`config.mk`:
```
export PLATFORM = sky130hd
export DESIGN_NAME = fifo_wr_rr_arb
export DESIGN_NICKNAME = d
export VERILOG_FILES = /design/src/rtl/fifo_wr_rr_arb.sv
export SDC_FILE = /design/constraint.sdc
export NUM_CORES = 1
export LEC_CHECK = 0
export ABC_AREA = 0
export BUFFER_PORTS_ARGS = -buffer_cell sky130_fd_sc_hd__buf_2
export CAP_MARGIN = 30
export CORE_AREA = 2 2 59 61
export DETAILED_ROUTE_END_ITERATION = 16
export DIE_AREA = 0 0 61 63
export PLACE_DENSITY = 0.9
export SETUP_SLACK_MARGIN = 0.4
export SYNTH_ARGS = -nofsm -noshare
export SYNTH_HDL_FRONTEND = slang
export SYNTH_SLANG_ARGS = --single-unit
```
`constraint.sdc`:
```
create_clock -name clk -period 3 [get_ports clk]
set_input_delay 0.15 -clock clk [delete_from_list [all_inputs] [get_ports clk]]
set_output_delay 0.15 -clock clk [all_outputs]
set_load 0.05 [all_outputs]
```
`src/rtl/fifo_wr_rr_arb.sv`:
```
// fifo_wr_rr_arb: round-robin arbiter sharing one FIFO write port among NREQ requesters.
// A requester is granted for a burst of up to BURST beats. The next search starts at the
// requester after the last owner.
//
// Ports:
//   clk           clock, all state on posedge
//   rst           synchronous active-high reset
//   req_i         per-requester level write request (bit n = requester n)
//   wdata_i       requester n data at [n*DWID +: DWID]
//   fifo_full_i   FIFO full; no write while high
//   gnt_o         one-hot grant, zero when idle
//   fifo_wr_o     FIFO write strobe
//   fifo_wdata_o  owner's data slice
//   owner_o       index of current/last owner
//   busy_o        high while a burst is in progress
module fifo_wr_rr_arb #(
  parameter int unsigned NREQ  = 4,
  parameter int unsigned DWID  = 16,
  parameter int unsigned BURST = 4,
  localparam int unsigned IDW  = $clog2(NREQ),
  localparam int unsigned CW   = $clog2(BURST + 1)
) (
  input  logic                 clk,
  input  logic                 rst,
  input  logic [NREQ-1:0]      req_i,
  input  logic [NREQ*DWID-1:0] wdata_i,
  input  logic                 fifo_full_i,
  output logic [NREQ-1:0]      gnt_o,
  output logic                 fifo_wr_o,
  output logic [DWID-1:0]      fifo_wdata_o,
  output logic [IDW-1:0]       owner_o,
  output logic                 busy_o
);

  typedef enum logic {StIdle, StBurst} state_e;

  state_e         state_q, state_d;
  logic [IDW-1:0] owner_q, owner_d;
  logic [IDW-1:0] ptr_q, ptr_d;
  logic [CW-1:0]  beat_q, beat_d;

  logic            req_own;
  logic [DWID-1:0] wdata_own;
  logic            found;
  logic [IDW-1:0]  sel;
  logic [IDW-1:0]  idx;
  logic [IDW-1:0]  next_ptr;
  logic            xfer;

  // Owner's request bit and data slice.
  always_comb begin
    req_own   = 1'b0;
    wdata_own = '0;
    for (int n = 0; n < int'(NREQ); n++) begin
      if (owner_q == IDW'(n)) begin
        req_own   = req_i[n];
        wdata_own = wdata_i[n*DWID +: DWID];
      end
    end
  end

  // Rotating priority search: ptr, ptr+1, ... wrapping at NREQ-1.
  always_comb begin
    found = 1'b0;
    sel   = '0;
    idx   = ptr_q;
    for (int i = 0; i < int'(NREQ); i++) begin
      if (!found && req_i[idx]) begin
        found = 1'b1;
        sel   = idx;
      end
      idx = (idx == IDW'(NREQ - 1)) ? '0 : idx + 1'b1;
    end
  end

  assign next_ptr = (owner_q == IDW'(NREQ - 1)) ? '0 : owner_q + 1'b1;

  always_comb begin
    state_d = state_q;
    owner_d = owner_q;
    ptr_d   = ptr_q;
    beat_d  = beat_q;
    xfer    = 1'b0;
    unique case (state_q)
      StIdle: begin
        // A full FIFO holds off the grant; requests stay pending.
        if (found && !fifo_full_i) begin
          owner_d = sel;
          beat_d  = '0;
          state_d = StBurst;
        end
      end
      StBurst: begin
        xfer = req_own & ~fifo_full_i;
        // Release takes priority over a full stall.
        if (!req_own) begin
          state_d = StIdle;
          ptr_d   = next_ptr;
        end else if (xfer) begin
          beat_d = beat_q + 1'b1;
          if (beat_q == CW'(BURST - 1)) begin
            state_d = StIdle;
            ptr_d   = next_ptr;
          end
        end
      end
      default: state_d = StIdle;
    endcase
  end

  always_ff @(posedge clk) begin
    if (rst) begin
      state_q <= StIdle;
      owner_q <= '0;
      ptr_q   <= '0;
      beat_q  <= '0;
    end else begin
      state_q <= state_d;
      owner_q <= owner_d;
      ptr_q   <= ptr_d;
      beat_q  <= beat_d;
    end
  end

  always_comb begin
    gnt_o = '0;
    for (int n = 0; n < int'(NREQ); n++) begin
      gnt_o[n] = (state_q == StBurst) && (owner_q == IDW'(n));
    end
  end

  assign busy_o       = (state_q == StBurst);
  assign fifo_wr_o    = xfer;
  assign fifo_wdata_o = wdata_own;
  assign owner_o      = owner_q;

endmodule

```
==> reports/metrics.cfg, run 1 <==
[synthesis]
seq_area_frac_synth_pct = 11.6
postSynthAreaPerCell_um2 = 6.27
ys.flop_type = dfxtp_1
syn_nets = 299
synth_area_mm2 = 0.00139
async_reset_ff_share_pct = 0
synth_edf_count = 0
synth.distinct_cells = 41
ys_ff_latch = 8
ys_warn_count = 0
synth_cells = 221

[cells_and_area]
nFillCells = 326
mostFrequentLayoutCells = 94 x buf_2, 42 x a21oi_1, 41 x nand2_1
final_cells = 349
final_common_cell = buf_2
layout.nets = 383
stdcell_area_mm2 = 0.00189
diodes = 0
drive_above_1_share_pct = 35.3
regArea_um2 = 160
multi_input_area_mm2 = 0.00109
area_delta_synth_final_pct = 36.2

[timing]
setup_viol = 0
fin_crit_sh_pct = 80.5
period_minus_slack_ns = 2.41
fmax_ghz = 0.414
tightestPinTransition_ns = 0.472
rsz0062_at_grt = false
finalMaxSlewViolations = 0
hold_violations = 0
finClkSkew_ns = 0.000467
slew_headroom_pct = 68.4
setup_tns_ns = 0

[setup_path]
endpoint_kind = flop
path_class = reg -> reg
required_ns = 3.18
cpMaxStageDelayCell = ha_1
path_cells = buf_4 -> ha_1 -> mux2_2 -> nand2_1 -> o21ai_0 -> or4b_1 -> a31oi_1
arrival_ns = 2.60
cpPeakStageDelay_ns = 0.55
critPathMaxFanout = 13
start_kind = flop

[placement]
gp_congestion = 0.887
placedCellCount = 346
dpl.hpwl_um = 3430
placed_area_mm2 = 0.00187
io_buffers = 94

[clocking]
htree_levels = 1
clk_transition_reported_paths_ns = 0.05
cts_resized = 0
insertion_delay_ns = 0.26
cts_tree = built
cts_sinks = 8
cts_setup_buffers = 0
cts_buffers = 3
cts_root_buf = clkbuf_4
clk_path_buf_depth = 2
cts_hold_buffers = 0

[pwr]
p_switching_mw = 1.18
clkPwrFrac_pct = 4.6
power.share.sequential_pct = 8.4
p_sw_share_pct = 64.7
p_leak_nw = 0.866
total_power_mw = 1.82
intPower_uw = 644
p_comb_share_pct = 86.9
vdd_drop_max_mv = 0.456
power.density_mw_per_mm2 = 965

[drt]
num_vias = 1857
via_per_inst = 5.32
routed_wl_um = 4360
wl_per_cell_um = 12.5
ant_nets = 0
drc = 0
drt_pass1_iterations = 4
drt_iter0_markers = 98

[global_route]
grt.total_usage_pct = 21.9
grt_pass1_vias = 1664
globalRouteMet1Util_pct = 24.4
grtUsageMet3_pct = 3.31
antenna_found_initial = 0
gr-max-usage-layer = met2
overflow = 0
grt_first_pass_wirelength_um = 6820
use_met2_pct = 41.0
grt_max_degree = 34

[floorplan]
die_w_um = 61
die_height_um = 63
pin_count = 95
die_area_mm2 = 0.00384
start_util_pct = 42.9
placementRows = 21
core_mm2 = 0.00323

[hold_path]
hp-class = in -> reg

[outcome]
status = completed

[flow_run]
maxCapViolations = 0

## metrics by stage
stage	worst slack [ns]	hold slack (ns)	util, %
final	0.585	0.166	58.4
after global routing	0.495	0.181	58.4
after CTS	0.613	0.162	58.4
after detailed placement	0.654	0.435	57.7
after global placement	0.686	0.424	57.7
after floorplan	0.516	0.395	-
## cell usage after synthesis, types with 3 or more instances
| cell | count | share of area (%) |
|---|---|---|
| dfxtp_1 | 8 | 12 |
| mux2i_1 | 3 | 2.2 |
| o211ai_1 | 3 | 1.6 |
| nand2b_1 | 3 | 1.4 |
| buf_2 | 5 | 1.8 |
| and2_1 | 4 | 1.8 |
| clkbuf_1 | 14 | 3.8 |
| a21oi_1 | 42 | 15 |
| ha_1 | 7 | 6.3 |
| o21ai_0 | 23 | 8.3 |
| inv_1 | 8 | 2.2 |
| nor2_1 | 6 | 1.6 |
| nand3b_1 | 20 | 11 |
| nand2_1 | 41 | 11 |
| nand4_1 | 3 | 1.4 |
## final timing paths
| kind | start | to | depth (start not counted) | slack [ns] |
|---|---|---|---|---|
| worst max-delay path | ptr_q[1] | owner_o[1] | 7 | 0.59 |
| worst min-delay path | rst | beat_q[1] | 2 | 0.17 |
| worst max register to register | ptr_q[1] | owner_o[1] | 7 | 0.59 |
| worst min register to register | beat_q[1] | beat_q[1] | 2 | 0.48 |
## cell families (layout without fill, tap and decap cells)
group | Yosys count | after routing | share of synthesized area [%]
AO/OA/AOI/OAI | 83 | 83 | 34.3
XOR/XNOR | 1 | 1 | 0.632
adder cells (fa/ha/maj) | 7 | 7 | 6.32
buffers and inverters | 30 | 112 | 9.48
flip-flops | 8 | 8 | 11.6
multiplexers | 5 | 5 | 4.60
AND/OR/NAND/NOR | 87 | 87 | 33.1
## critical path, delay by kind of cell, from the launching register on
kind	cells	cell delay [ns]
AO/OA/AOI/OAI	2	0.32
adder cells (fa/ha/maj)	1	0.55
buffers and inverters	1	0.16
flip-flops	1	0.30
multiplexers	1	0.40
AND/OR/NAND/NOR	2	0.59
## routing by layer
metal / vias up / routed length (µm)
li1: 956 / -
met1: 827 / 1750
met2: 67 / 2190
met3: 7 / 350
met4: 0 / 63
met5: - / 0
## area by class of cell
| cell class | count | area share, % |
|---|---|---|
| clock buffers | 3 | 1.19 |
| multi-input cells | 183 | 58.0 |
| well taps | 46 | 3.05 |
| flip-flops and latches | 8 | 8.48 |
| inverters | 8 | 1.59 |
| repair buffers | 101 | 27.7 |
## state kept, by name, indices dropped and copies added (netlist names)
| name | cells |
|---|---|
| ptr_q | 2 |
| owner_o | 2 |
| busy_o | 1 |
| beat_q | 3 |
## power by group through the flow
stage | sequential, mW | clock (mW) | combinational [mW]
after global placement | 0.155 | 0 | 1.56
final | 0.154 | 0.0845 | 1.58
after floorplan | 0.192 | 0 | 1.23
after global routing | 0.159 | 0.0937 | 1.71
after CTS | 0.154 | 0.0862 | 1.59
after detailed placement | 0.157 | 0 | 1.58
Power figures use the tool's default switching activity.
==> run 2: changes to the inputs <==
CORE_AREA = 2 2 61 63   (was 2 2 59 61)
DIE_AREA = 0 0 63 65   (was 0 0 61 63)
PLACE_DENSITY = 0.86   (was 0.9)
clock period = 2.3 ns   (was 3 ns; I/O delays follow)
==> run 2 against run 1 <==
Against the previous run: register-to-register slack worse by 0.33 ns; setup slack worse by 0.33 ns; critical path depth rose by 1; sequential power up 47%; count of clock-buffer cells in the layout unchanged; first-iteration DRC count increased by 47%; die area up 6.6%; via count up 6.4%; final cell count increased by 3.7%; largest power group unchanged; largest cell class unchanged; core utilization up 6.3 points; worst hold slack lost 0.00068 ns; sequential share of layout area fell by 0.96 points.
==> reports/metrics.cfg, run 2 (same netlist as run 1, synthesis figures left out) <==
[timing]
period_minus_slack_ns = 2.04
rsz0062_at_grt = true
fmax_ghz = 0.489
setup_tns_ns = 0
fin_ws_ns = 0.256
fin_crit_sh_pct = 88.8
finalMaxSlewViolations = 0
slew_headroom_pct = 71.6
setup_viol = 0
hold_violations = 0
finClkSkew_ns = 0.00158
tightestPinTransition_ns = 0.426

[global_route]
grt_max_degree = 28
grt_first_pass_wirelength_um = 8240
grt_pass1_vias = 1835
overflow = 0
grt.total_usage_pct = 24.3
antenna_found_initial = 0

[setup_path]
path_cells = inv_4 -> ha_4 -> nand3b_1 -> a221o_1 -> a211o_1 -> buf_6 -> or3_4 -> a21oi_2
critPathMaxFanout = 4
cp_top_family = compound AO/OA/AOI/OAI gates
crit_buf_inv = 2
cpMaxStageDelayCell = a211o_1
endpoint_kind = flop
arrival_ns = 2.23
path_class = reg -> reg
start_kind = flop
cpPeakStageDelay_ns = 0.37
required_ns = 2.48
r2r_setup_slack_ns = 0.26

[pwr]
intPower_mw = 1.15
p_comb_share_pct = 88.5
vdd_drop_max_mv = 0.547
power.share.sequential_pct = 7.9
p_leak_nw = 0.963
p_sw_share_pct = 59.6
power.density_mw_per_mm2 = 1260
total_power_mw = 2.86
p_switching_mw = 1.70
clkPwrFrac_pct = 3.6

[hold_path]
hp-class = in -> reg

[cells_and_area]
drive_above_1_share_pct = 49.7
final_common_cell = buf_2
final_cells = 362
largest_register_ffs = 3
diodes = 0
top_register = beat_q
area_delta_synth_final_pct = 63.1
stdcell_area_mm2 = 0.00226
layout.nets = 394
mostFrequentLayoutCells = 77 x buf_2, 41 x nand2_1, 39 x a21oi_1

[drt]
via_per_inst = 5.46
drt_iter0_markers = 144
drt_pass1_iterations = 4
ant_nets = 0
drc = 0
routed_wl_um = 5000
num_vias = 1976
wl_per_cell_um = 13.8

[clocking]
cts_root_buf = clkbuf_4
cts_sinks = 8
clk_path_buf_depth = 2
cts_tree = built
htree_levels = 1
clk_transition_reported_paths_ns = 0.05
cts_buffers = 3
insertion_delay_ns = 0.24
cts_hold_buffers = 0

[placement]
io_buffers = 94
placed_area_mm2 = 0.00204
gp_congestion = 0.879
dpl.hpwl_um = 3590
placedCellCount = 351
dpl_worst_slack_ns = 0.199

[floorplan]
placementRows = 22
die_area_mm2 = 0.00410
die_height_um = 65
core_mm2 = 0.00350
die_w_um = 63
pin_count = 95
start_util_pct = 39.7

[flow_run]
maxCapViolations = 0

[outcome]
status = completed

-- run 2: changes by cell type in the layout (fill, tap and decap cells not counted), moves of 5 or more --
cell	change
o21ai_1	-17
buf_2	-17
o21ai_2	+11
o21ai_4	+7
clkbuf_4	+5
buf_4	+19
ha_1	-5
-- run 2: stage by stage --
step	util [%]	hold slack, ns
floorplan	-	0.360
global placement	58.4	0.388
detailed placement	58.4	0.395
CTS	63.1	0.140
global route	64.7	0.171
finish	64.7	0.165
-- run 2: area by class of cell --
type / instances / area, µm²
Multi-Input combinational cell: 183 / 1290
Inverter: 8 / 38.8
Clock buffer: 3 / 22.5
Sequential cell: 8 / 170
Fill cell: 322 / 1230
Timing Repair Buffer: 112 / 676
Tap cell: 48 / 60.1
-- run 2: worst paths after layout --
| check | startpoint | end | depth (start not counted) |
|---|---|---|---|
| worst max-delay path | owner_o[1] | beat_q[2] | 8 |
| worst min register to register | beat_q[2] | beat_q[2] | 2 |
| worst min-delay path | rst | beat_q[2] | 2 |
| worst max register to register | owner_o[1] | beat_q[2] | 8 |
-- run 2: per-layer routing --
metal  track usage, %  vias up  part of all wire, %
met4             4.17        0                 0.72
met2             46.4       80                   53
li1                 -      985                    -
met1             28.4      905                   39
met5                0        -                    0
met3             4.17        6                  6.7
-- run 2: repair_timing --
action / in CTS / in global routing
buffers inserted: 8 / 0
endpoints found under the setup margin: 23 / 23
gates resized for setup: 25 / 15
pin swaps: 6 / 4
-- run 2: power groups by stage --
stage	registers (mW)	clock network (mW)	logic [mW]
finish	0.227	0.101	2.53
global route	0.233	0.112	2.72
CTS	0.223	0.105	2.46
detailed placement	0.224	0	2.27
global placement	0.220	0	2.24
floorplan	0.265	0	1.78
==> run 3: changes to the inputs <==
ABC_AREA = default   (was 0)
PLACE_DENSITY = default   (was 0.86)
PLACE_DENSITY_LB_ADDON = 0.3   (was default)
==> run 3 against run 2 <==
Against the previous run: via count shrank 0.10%; sequential power is essentially flat; first-iteration DRC count shrank 28%; die area is the same; final cell count grew 0.83%; count of clock-buffer cells in the layout grew 1; clock power grew 26%; highest routed layer unchanged.
==> reports/metrics.cfg, run 3 (same netlist as run 1, synthesis figures left out) <==
[timing]
finalMaxSlewViolations = 0
fin_ws_ns = 0.266
setup_viol = 0
slew_headroom_pct = 72.6
setup_tns_ns = 0
hold_violations = 0
fin_crit_sh_pct = 88.4
period_minus_slack_ns = 2.03
tightestPinTransition_ns = 0.411
rsz0062_at_grt = true
fmax_ghz = 0.492
finClkSkew_ns = 0.00890

[setup_path]
required_ns = 2.50
path_cells = inv_4 -> ha_4 -> nand3b_1 -> a221o_1 -> a211o_1 -> buf_4 -> or3_1 -> a21oi_1
cp_top_family = compound AO/OA/AOI/OAI gates
start_kind = flop
cpPeakStageDelay_ns = 0.37
endpoint_kind = flop
crit_buf_inv = 2
cpMaxStageDelayCell = dfxtp_4
path_class = reg -> reg
critPathMaxFanout = 5
r2r_setup_slack_ns = 0.27
arrival_ns = 2.23

[placement]
gp_congestion = 0.873
io_buffers = 94
dpl.hpwl_um = 3440
dpl_worst_slack_ns = 0.241

[drt]
drt_pass1_iterations = 4
drc = 0
wl_per_cell_um = 13.8
via_per_inst = 5.41
drt_iter0_markers = 104
ant_nets = 0
routed_wl_um = 5050
num_vias = 1974

[clocking]
clk_transition_reported_paths_ns = 0.06
clk_path_buf_depth = 2
htree_levels = 1
insertion_delay_ns = 0.27
cts_tree = built
cts_buffers = 3
cts_hold_buffers = 0
cts_root_buf = clkbuf_4
cts_sinks = 8

[global_route]
grt_max_degree = 24
overflow = 0
antenna_found_initial = 0
grt_pass1_vias = 1747
grt_first_pass_wirelength_um = 7410
grt.total_usage_pct = 22.3

[pwr]
vdd_drop_max_mv = 0.418
p_leak_nw = 0.994
total_power_mw = 3.12
power.density_mw_per_mm2 = 1330

[cells_and_area]
nFillCells = 302
regArea_um2 = 170
mostFrequentLayoutCells = 77 x buf_2, 41 x nand2_1, 31 x a21oi_1
drive_above_1_share_pct = 51.4
largest_register_ffs = 3
diodes = 0
area_delta_synth_final_pct = 69.1
layout.nets = 396
multi_input_area_mm2 = 0.00131
top_register = beat_q
final_common_cell = buf_2

[floorplan]
die_area_mm2 = 0.00410
die_height_um = 65
die_w_um = 63
start_util_pct = 39.7
pin_count = 95
core_mm2 = 0.00350
placementRows = 22

[hold_path]
hp-class = in -> reg

[outcome]
status = completed

[flow_run]
maxCapViolations = 0

-- run 3: cell types whose count changed in the layout (fill, tap and decap cells not counted), moves of 2 or more --
cell / delta
buf_6: +13
a21oi_1: -8
a21oi_2: +8
buf_4: -7
clkbuf_4: -5
buf_8: +2
-- run 3: path summary, 6_finish.rpt --
path | from | endpoint | cells after the start
max | owner_o[1] | beat_q[2] | 8
min | rst | beat_q[1] | 2
max reg2reg | owner_o[1] | beat_q[2] | 8
min reg2reg | beat_q[2] | beat_q[2] | 2
-- run 3: area by class of cell --
class	count	share of cell area (%)
Inverter	8	1.65
Multi-Input combinational cell	183	55.8
Clock buffer	4	1.12
Tap cell	48	2.56
Timing Repair Buffer	114	31.6
Sequential cell	8	7.26
-- run 3: layer usage --
layer | vias up | GRT usage (%) | share of wire, %
met4 | 0 | 12.8 | 2.5
met5 | - | 0 | 0
met1 | 879 | 24.1 | 41
met2 | 89 | 41.1 | 50
met3 | 10 | 3.47 | 6.7
li1 | 996 | - | -
-- run 3: what timing repair did --
action | 4_1_cts | 5_1_grt
pin swaps | 1 | 13
buffers inserted | 4 | 6
resized for setup | 17 | 47
setup endpoints to repair | 23 | 23
-- run 3: metrics by stage --
step / instance area [µm²] / hold slack [ns] / util (%) / std cells
floorplan: 1540 / 0.360 / - / 221
global placement: 2040 / 0.400 / 58.4 / 351
detailed placement: 2040 / 0.395 / 58.4 / 351
CTS: 2150 / 0.121 / 61.4 / 359
global route: 2340 / 0.152 / 67.1 / 365
finish: 2340 / 0.125 / 67.1 / 365
-- run 3: power breakdown --
| group | switching [mW] | leakage, nW | internal (mW) |
|---|---|---|---|
| Clock | 0.0601 | 0.0150 | 0.0671 |
| Sequential | 0.0534 | 0.0675 | 0.176 |
| Combinational | 1.68 | 0.911 | 1.08 |
| Total | 1.79 | 0.994 | 1.33 |
